`config.mk`:
```
export PLATFORM = sky130hd
export DESIGN_NAME = ex_alu_unit_flat
export DESIGN_NICKNAME = d
export VERILOG_FILES = /design/src/rtl/ex_alu_if.sv /design/src/rtl/ex_alu_unit.sv /design/src/flat_wrapper.sv
export SDC_FILE = /design/constraint.sdc
export NUM_CORES = 1
export LEC_CHECK = 0
export CAP_MARGIN = 0
export CORE_UTILIZATION = 30
export CTS_CLUSTER_DIAMETER = 30
export DETAILED_ROUTE_END_ITERATION = 16
export GPL_TIMING_DRIVEN = 0
export PLACE_DENSITY = 0.44
export SYNTH_ARGS = -nofsm -noshare
export SYNTH_HDL_FRONTEND = slang
export SYNTH_SLANG_ARGS = --single-unit
```
`constraint.sdc`:
```
create_clock -name Clk -period 11.05 [get_ports Clk]
set_clock_uncertainty 0.1 [all_clocks]
set_input_delay 3.315 -clock Clk [delete_from_list [all_inputs] [get_ports Clk]]
set_output_delay 3.315 -clock Clk [all_outputs]
set_load 0.005 [all_outputs]
```
`src/rtl/ex_alu_if.sv`:
```
// ex_alu_if: operand/result bundle between the ID/EX stage and ex_alu_unit.
//   master: drives Flush, InValid, ALUControl, A, B, Shamt; observes results.
//   slave : the execution unit; drives Busy, OutValid, ALUResult, Zero
//           (plus Hi, HiValid when EX_ALU_MULT_HI_EN is defined).
interface ex_alu_if #(parameter int WIDTH = 32);
  logic             Flush;
  logic             InValid;
  logic [4:0]       ALUControl;
  logic [WIDTH-1:0] A;
  logic [WIDTH-1:0] B;
  logic [4:0]       Shamt;
  logic             Busy;
  logic             OutValid;
  logic [WIDTH-1:0] ALUResult;
  logic             Zero;
`ifdef EX_ALU_MULT_HI_EN
  logic [WIDTH-1:0] Hi;
  logic             HiValid;
`endif
  modport master(output Flush, InValid, ALUControl, A, B, Shamt,
                 input Busy, OutValid, ALUResult, Zero
`ifdef EX_ALU_MULT_HI_EN
                 , input Hi, HiValid
`endif
                 );
  modport slave(input Flush, InValid, ALUControl, A, B, Shamt,
                output Busy, OutValid, ALUResult, Zero
`ifdef EX_ALU_MULT_HI_EN
                , output Hi, HiValid
`endif
                );
endinterface

```
`src/rtl/ex_alu_unit.sv`:
```
// ex_alu_unit: EX-stage ALU with 1-cycle ops and an iterative shift-add signed multiplier.
//   Clk : pipeline clock (rising edge)
//   Rst : synchronous active-low reset
//   bus : ex_alu_if.slave (Flush, InValid, ALUControl, A, B, Shamt -> Busy, OutValid, ALUResult, Zero)
//   Optional macro EX_ALU_MULT_HI_EN adds Hi/HiValid with a 2*WIDTH product.
module ex_alu_unit #(
  parameter int WIDTH = 32
) (
  input logic     Clk,
  input logic     Rst,
  ex_alu_if.slave bus
);
`ifdef EX_ALU_MULT_HI_EN
  localparam int AW = 2 * WIDTH;
`else
  localparam int AW = WIDTH;
`endif
  localparam int CW = $clog2(WIDTH) + 1;
  typedef enum logic [1:0] {IDLE, MUL, DONE} state_t;
  state_t           r_state;
  logic [CW-1:0]    r_cnt;
  logic [WIDTH-1:0] r_mcand;
  logic [AW-1:0]    r_mplier;
  logic [AW-1:0]    r_acc;
  logic             r_sign;
  logic [WIDTH-1:0] r_result;
  logic             r_zero;
  logic             r_outvalid;
  logic [WIDTH-1:0] w_res;
  logic [WIDTH-1:0] w_abs_a;
  logic [WIDTH-1:0] w_abs_b;
  logic [AW-1:0]    w_prod;
  logic             w_is_mul;
  assign w_is_mul = bus.ALUControl == 5'b00011;
  assign w_abs_a  = bus.A[WIDTH-1] ? -bus.A : bus.A;
  assign w_abs_b  = bus.B[WIDTH-1] ? -bus.B : bus.B;
  // magnitudes are multiplied; the sign is reapplied to the whole product
  assign w_prod   = r_sign ? -r_acc : r_acc;
  always_comb begin
    w_res = '0;
    case (bus.ALUControl)
      5'b00000, 5'b00001: w_res = bus.A + bus.B;
      5'b00010: w_res = bus.A - bus.B;
      5'b10011: w_res = bus.A & bus.B;
      5'b10101: w_res = bus.A | bus.B;
      5'b10110: w_res = ~(bus.A | bus.B);
      5'b10111: w_res = bus.A ^ bus.B;
      5'b11010: w_res = bus.B << bus.Shamt;
      5'b11011: w_res = bus.B >> bus.Shamt;
      5'b11100: w_res = {{(WIDTH-1){1'b0}}, $signed(bus.A) < $signed(bus.B)};
      default:  w_res = '0;
    endcase
  end
`ifdef EX_ALU_MULT_HI_EN
  logic [WIDTH-1:0] r_hi;
  logic             r_hivalid;
  always_ff @(posedge Clk) begin
    if (!Rst) begin
      r_hi      <= '0;
      r_hivalid <= 1'b0;
    end else if (bus.Flush) begin
      r_hivalid <= 1'b0;
    end else if (r_state == MUL && r_cnt == CW'(WIDTH)) begin
      r_hi      <= w_prod[AW-1:WIDTH];
      r_hivalid <= 1'b1;
    end else begin
      r_hivalid <= 1'b0;
    end
  end
  assign bus.Hi      = r_hi;
  assign bus.HiValid = r_hivalid;
`endif
  always_ff @(posedge Clk) begin
    if (!Rst) begin
      r_state    <= IDLE;
      r_cnt      <= '0;
      r_mcand    <= '0;
      r_mplier   <= '0;
      r_acc      <= '0;
      r_sign     <= 1'b0;
      r_result   <= '0;
      r_zero     <= 1'b1;
      r_outvalid <= 1'b0;
    end else if (bus.Flush) begin
      r_state    <= IDLE;
      r_acc      <= '0;
      r_outvalid <= 1'b0;
    end else if (r_state == MUL) begin
      // WIDTH iterations, then the final MUL edge publishes the product
      if (r_cnt != CW'(WIDTH)) begin
        if (r_mcand[0]) r_acc <= r_acc + r_mplier;
        r_mplier   <= r_mplier << 1;
        r_mcand    <= r_mcand >> 1;
        r_cnt      <= r_cnt + 1'b1;
        r_outvalid <= 1'b0;
      end else begin
        r_result   <= w_prod[WIDTH-1:0];
        r_zero     <= w_prod[WIDTH-1:0] == '0;
        r_outvalid <= 1'b1;
        r_state    <= DONE;
      end
    end else begin
      r_outvalid <= bus.InValid && !w_is_mul;
      r_state    <= (bus.InValid && w_is_mul) ? MUL : IDLE;
      if (bus.InValid && w_is_mul) begin
        r_mcand  <= w_abs_a;
        r_mplier <= AW'(w_abs_b);
        r_acc    <= '0;
        r_sign   <= bus.A[WIDTH-1] ^ bus.B[WIDTH-1];
        r_cnt    <= '0;
      end else if (bus.InValid) begin
        r_result <= w_res;
        r_zero   <= w_res == '0;
      end
    end
  end
  assign bus.Busy      = r_state == MUL;
  assign bus.OutValid  = r_outvalid;
  assign bus.ALUResult = r_result;
  assign bus.Zero      = r_zero;
endmodule
```
`src/flat_wrapper.sv`:
```
// flat-port wrapper written by rule: the top's interface ports become plain ports
module ex_alu_unit_flat 
#(
  parameter int WIDTH = 32
)
  (Clk, Rst, bus_Flush, bus_InValid, bus_ALUControl, bus_A, bus_B, bus_Shamt, bus_Busy, bus_OutValid, bus_ALUResult, bus_Zero);
  ex_alu_if #(.WIDTH(WIDTH)) bus_i ();
  input logic Clk;
  input logic Rst;
  input wire logic [$bits(bus_i.Flush)-1:0] bus_Flush;
  input wire logic [$bits(bus_i.InValid)-1:0] bus_InValid;
  input wire logic [$bits(bus_i.ALUControl)-1:0] bus_ALUControl;
  input wire logic [$bits(bus_i.A)-1:0] bus_A;
  input wire logic [$bits(bus_i.B)-1:0] bus_B;
  input wire logic [$bits(bus_i.Shamt)-1:0] bus_Shamt;
  output wire logic [$bits(bus_i.Busy)-1:0] bus_Busy;
  output wire logic [$bits(bus_i.OutValid)-1:0] bus_OutValid;
  output wire logic [$bits(bus_i.ALUResult)-1:0] bus_ALUResult;
  output wire logic [$bits(bus_i.Zero)-1:0] bus_Zero;
  assign bus_i.Flush = bus_Flush;
  assign bus_i.InValid = bus_InValid;
  assign bus_i.ALUControl = bus_ALUControl;
  assign bus_i.A = bus_A;
  assign bus_i.B = bus_B;
  assign bus_i.Shamt = bus_Shamt;
  assign bus_Busy = bus_i.Busy;
  assign bus_OutValid = bus_i.OutValid;
  assign bus_ALUResult = bus_i.ALUResult;
  assign bus_Zero = bus_i.Zero;
  ex_alu_unit #(.WIDTH(WIDTH)) u_core (.Clk(Clk), .Rst(Rst), .bus(bus_i));
endmodule
```
==> impl_metrics.yaml <==
global_routing:
  grt_pass1_wl_mm: 161
  grt_max_degree: 17
  grt_antenna_before_repair: 0
  track_usage_pct: 34.9
  grt_overflow: 0
  grt_pass1_vias: 21600
layout:
  drive_above_1_share_pct: 6.19
  synthToLayoutAreaGrowth_pct: 14.5
  final_cell_mix: "281 x nand2_1, 210 x a21oi_1, 198 x nor2_1, 166 x clkbuf_1, 139 x dfxtp_1"
  instances_no_fill: 3609
  nets: 2963
  fillers: 6865
  diodes: 0
  final_common_cell: "nand2_1"
  final_cell_area_sq_um: 21900
route:
  vias_per_cell: 6.18
  drt_iter0_markers: 2184
  drtAntennaViolNets: 0
  wl_mm: 115
  via_count: 22300
  post_drt_wl_per_cell_um: 31.8
  drc: 0
  first_pass_iters: 8
job:
  cap_violations: 1
floorplan:
  dieWidth_um: 255
  rows: 92
  pin_count: 113
  core-area_sq_um: 63100
  initial_core_util_pct: 30.4
  die_h_um: 255
  die-area_sq_um: 64800
logic_synthesis:
  syn_area_sq_um: 19100
  netlist_instances: 2621
  ys_ff_latch: 139
  avgSynthCellArea_sq_um: 7.31
  seq_area_frac_synth_pct: 14.5
  synth_edf_count: 0
  ys.flop_type: "dfxtp_1"
  synth_area_leaders: "dfxtp_1 15%, ha_1 8.6%, nand2_1 5.5%, a21oi_1 5.5%, mux4_2 5.4%"
  yosysUniqueCellTypes: 97
  async_flop_share_pct: 0
  yosysWarningCount: 0
  yosys.area.top_type_share_pct: 14.5
  syn_nets: 2834
  synth.largest_area_cell: "dfxtp_1"
worst_setup_path:
  cp.required_ps: 11320
  cp.depth: 15
  arrival_ps: 9670
  start_kind: "input port"
  crit_buf_inv: 4
  cp_max_fo: 10
  cpPeakStageDelay_ps: 1220
  cp_top_family: "compound AO/OA/AOI/OAI gates"
  critPathSlowestCell: "a2111oi_0"
  crit_chain: "clkdlybuf4s50_1 -> clkbuf_1 -> inv_1 -> ha_1 -> buf_2 -> nor2b_1 -> o31ai_1 -> a21boi_1 -> a211oi_1 -> a21oi_1 -> a211o_1 -> a2111oi_0 -> o2111a_1 -> nand4_1 -> o21ai_1"
  crit_type: "input port to register"
  end_kind: "register"
  r2r_slack_ps: 6930
  r2r_cells: 13
timing:
  tightestPinTransition_ps: 1450
  fmax_mhz: 106
  finalWorstSetupSlack_ps: 1650
  finalSetupViolCount: 0
  hold_viol: 0
  setup_tns_ps: 0
  rsz0062_at_grt: "false"
  slew_violations: 0
  post-route-min-period_ps: 9400
  max_slew_margin_pct: 0.544
  finalCritPeriodShare_pct: 85.0
status:
  status: "finished with violations"
  violations: "max-capacitance violations"
power_and_ir_drop:
  p_int_mw: 1.09
  p_seq_share_pct: 27.5
  leakage_nw: 8.32
  power_switching_uw: 767
  peakVddDrop_mv: 0.103
  powerDensity_nw_per_um2: 84.9
  pwr-share-comb_pct: 40.4
  switching_share_pct: 41.2
  power_frac_clock_pct: 32.1
cts:
  cts_tree: "built"
  root_buffer: "clkbuf_16"
  ctsHtreeMaxLevel: 4
  ctsHoldBuffers: 0
  clkSlewWorstSetupHoldPaths_ps: 60
  ctsResizeCount: 0
  clkSinkCount: 139
  clk_path_buf_depth: 2
  clk_latency_ps: 450
  cts_inserted_buffers: 17
  post_cts_buffers: 0
placement:
  dpl-instance-area_sq_um: 21300
  placement.io_buffers: 108
  place_inst: 3577
  globalplace.congestion: 1.05
  pre_cts_ws_ps: 1420
  hpwl_mm: 96.5
min_path:
  hp-class: "register to register"
  hold_depth: 2
[Yosys cell counts, types with 9 or more instances]
cell type,instances
nor4_1,32
and3_1,16
a22oi_1,16
or4_1,12
nand2b_1,31
o21bai_1,12
inv_1,116
o31ai_1,42
ha_1,132
mux2i_1,86
nand4_1,35
o22ai_1,18
a211oi_1,74
nand2_1,281
o21ai_1,16
xor2_1,30
nor3_1,46
clkbuf_1,165
a32oi_1,9
o41ai_1,16
o21ai_0,116
xnor2_1,96
and2_1,13
buf_2,25
o211a_1,11
nand3_1,78
a222oi_1,9
dfxtp_1,139
a22o_1,13
buf_1,12
a221oi_1,18
o211ai_1,70
nor2b_1,69
or3_1,17
a31oi_1,25
a21boi_0,40
a21oi_1,210
a2111oi_0,10
a211o_1,16
mux2_2,17
mux4_2,46
nor2_1,198
a21o_1,26
[power groups by stage]
stage               registers [mW]  clock network, mW  logic [mW]
floorplan                    0.523                  0       0.412
global placement             0.524                  0       0.729
detailed placement           0.524                  0       0.725
CTS                          0.513              0.604       0.728
global route                 0.513              0.624       0.780
finish                       0.513              0.597       0.752
[routing by layer]
metal	GRT usage (%)	up-vias	routed length (um)
met2	60.7	1025	54800
li1	-	10000	-
met5	0	-	0
met1	41.8	11000	46000
met3	3.68	289	6780
met4	19.5	0	7180
[stage by stage]
stage | hold slack [ps] | power, mW | util [%]
floorplan | 341 | 0.935 | -
global route | 378 | 1.92 | 34.8
detailed placement | 348 | 1.25 | 33.8
global placement | 346 | 1.25 | 33.7
finish | 353 | 1.86 | 34.8
CTS | 357 | 1.84 | 34.8
[path summary, 6_finish.rpt]
kind,start,end
setup / recovery,bus_B[7],u_core.bus.Zero
hold / removal,u_core.bus.ALUResult[29],u_core.bus.ALUResult[29]
setup reg to reg,u_core.r_mplier[0],u_core.r_acc[26]
hold reg to reg,u_core.bus.ALUResult[29],u_core.bus.ALUResult[29]
[flip-flops by register name, summed over array words and instances, names as in the netlist]
name	cells
u_core.bus.OutValid	1
u_core.r_mplier	32
u_core.r_state	2
u_core.r_cnt	6
u_core.r_acc	32
u_core.bus.Zero	1
u_core.bus.ALUResult	32
u_core.r_sign	1
u_core.r_mcand	32
[final cells by class]
type / count / area [sq um] / area share (%)
multi-input cells: 2150 / 15100 / 68.8
flip-flops and latches: 139 / 2780 / 12.7
repair buffers: 110 / 1100 / 5.00
well taps: 846 / 1060 / 4.83
plain buffers: 210 / 855 / 3.90
inverters: 122 / 458 / 2.09
clock buffers: 19 / 443 / 2.02
clock inverters: 13 / 156 / 0.713
[tightest hold or removal path: cells and delay by family (launching register included)]
kind / cells / cell delay [ps]
AND/OR/NAND/NOR: 1 / 50
flip-flops: 1 / 310
AO/OA/AOI/OAI: 1 / 50
[cell families after synthesis]
kind of cell / count (synthesis) / share of synthesized area [%]
AO/OA/AOI/OAI: 860 / 30.6
XOR/XNOR: 126 / 5.76
multiplexers: 156 / 11.3
adder cells (fa/ha/maj): 135 / 8.94
flip-flops: 139 / 14.5
AND/OR/NAND/NOR: 873 / 22.0
buffers and inverters: 332 / 6.85
Note: power is estimated with default switching activity, not from simulation.
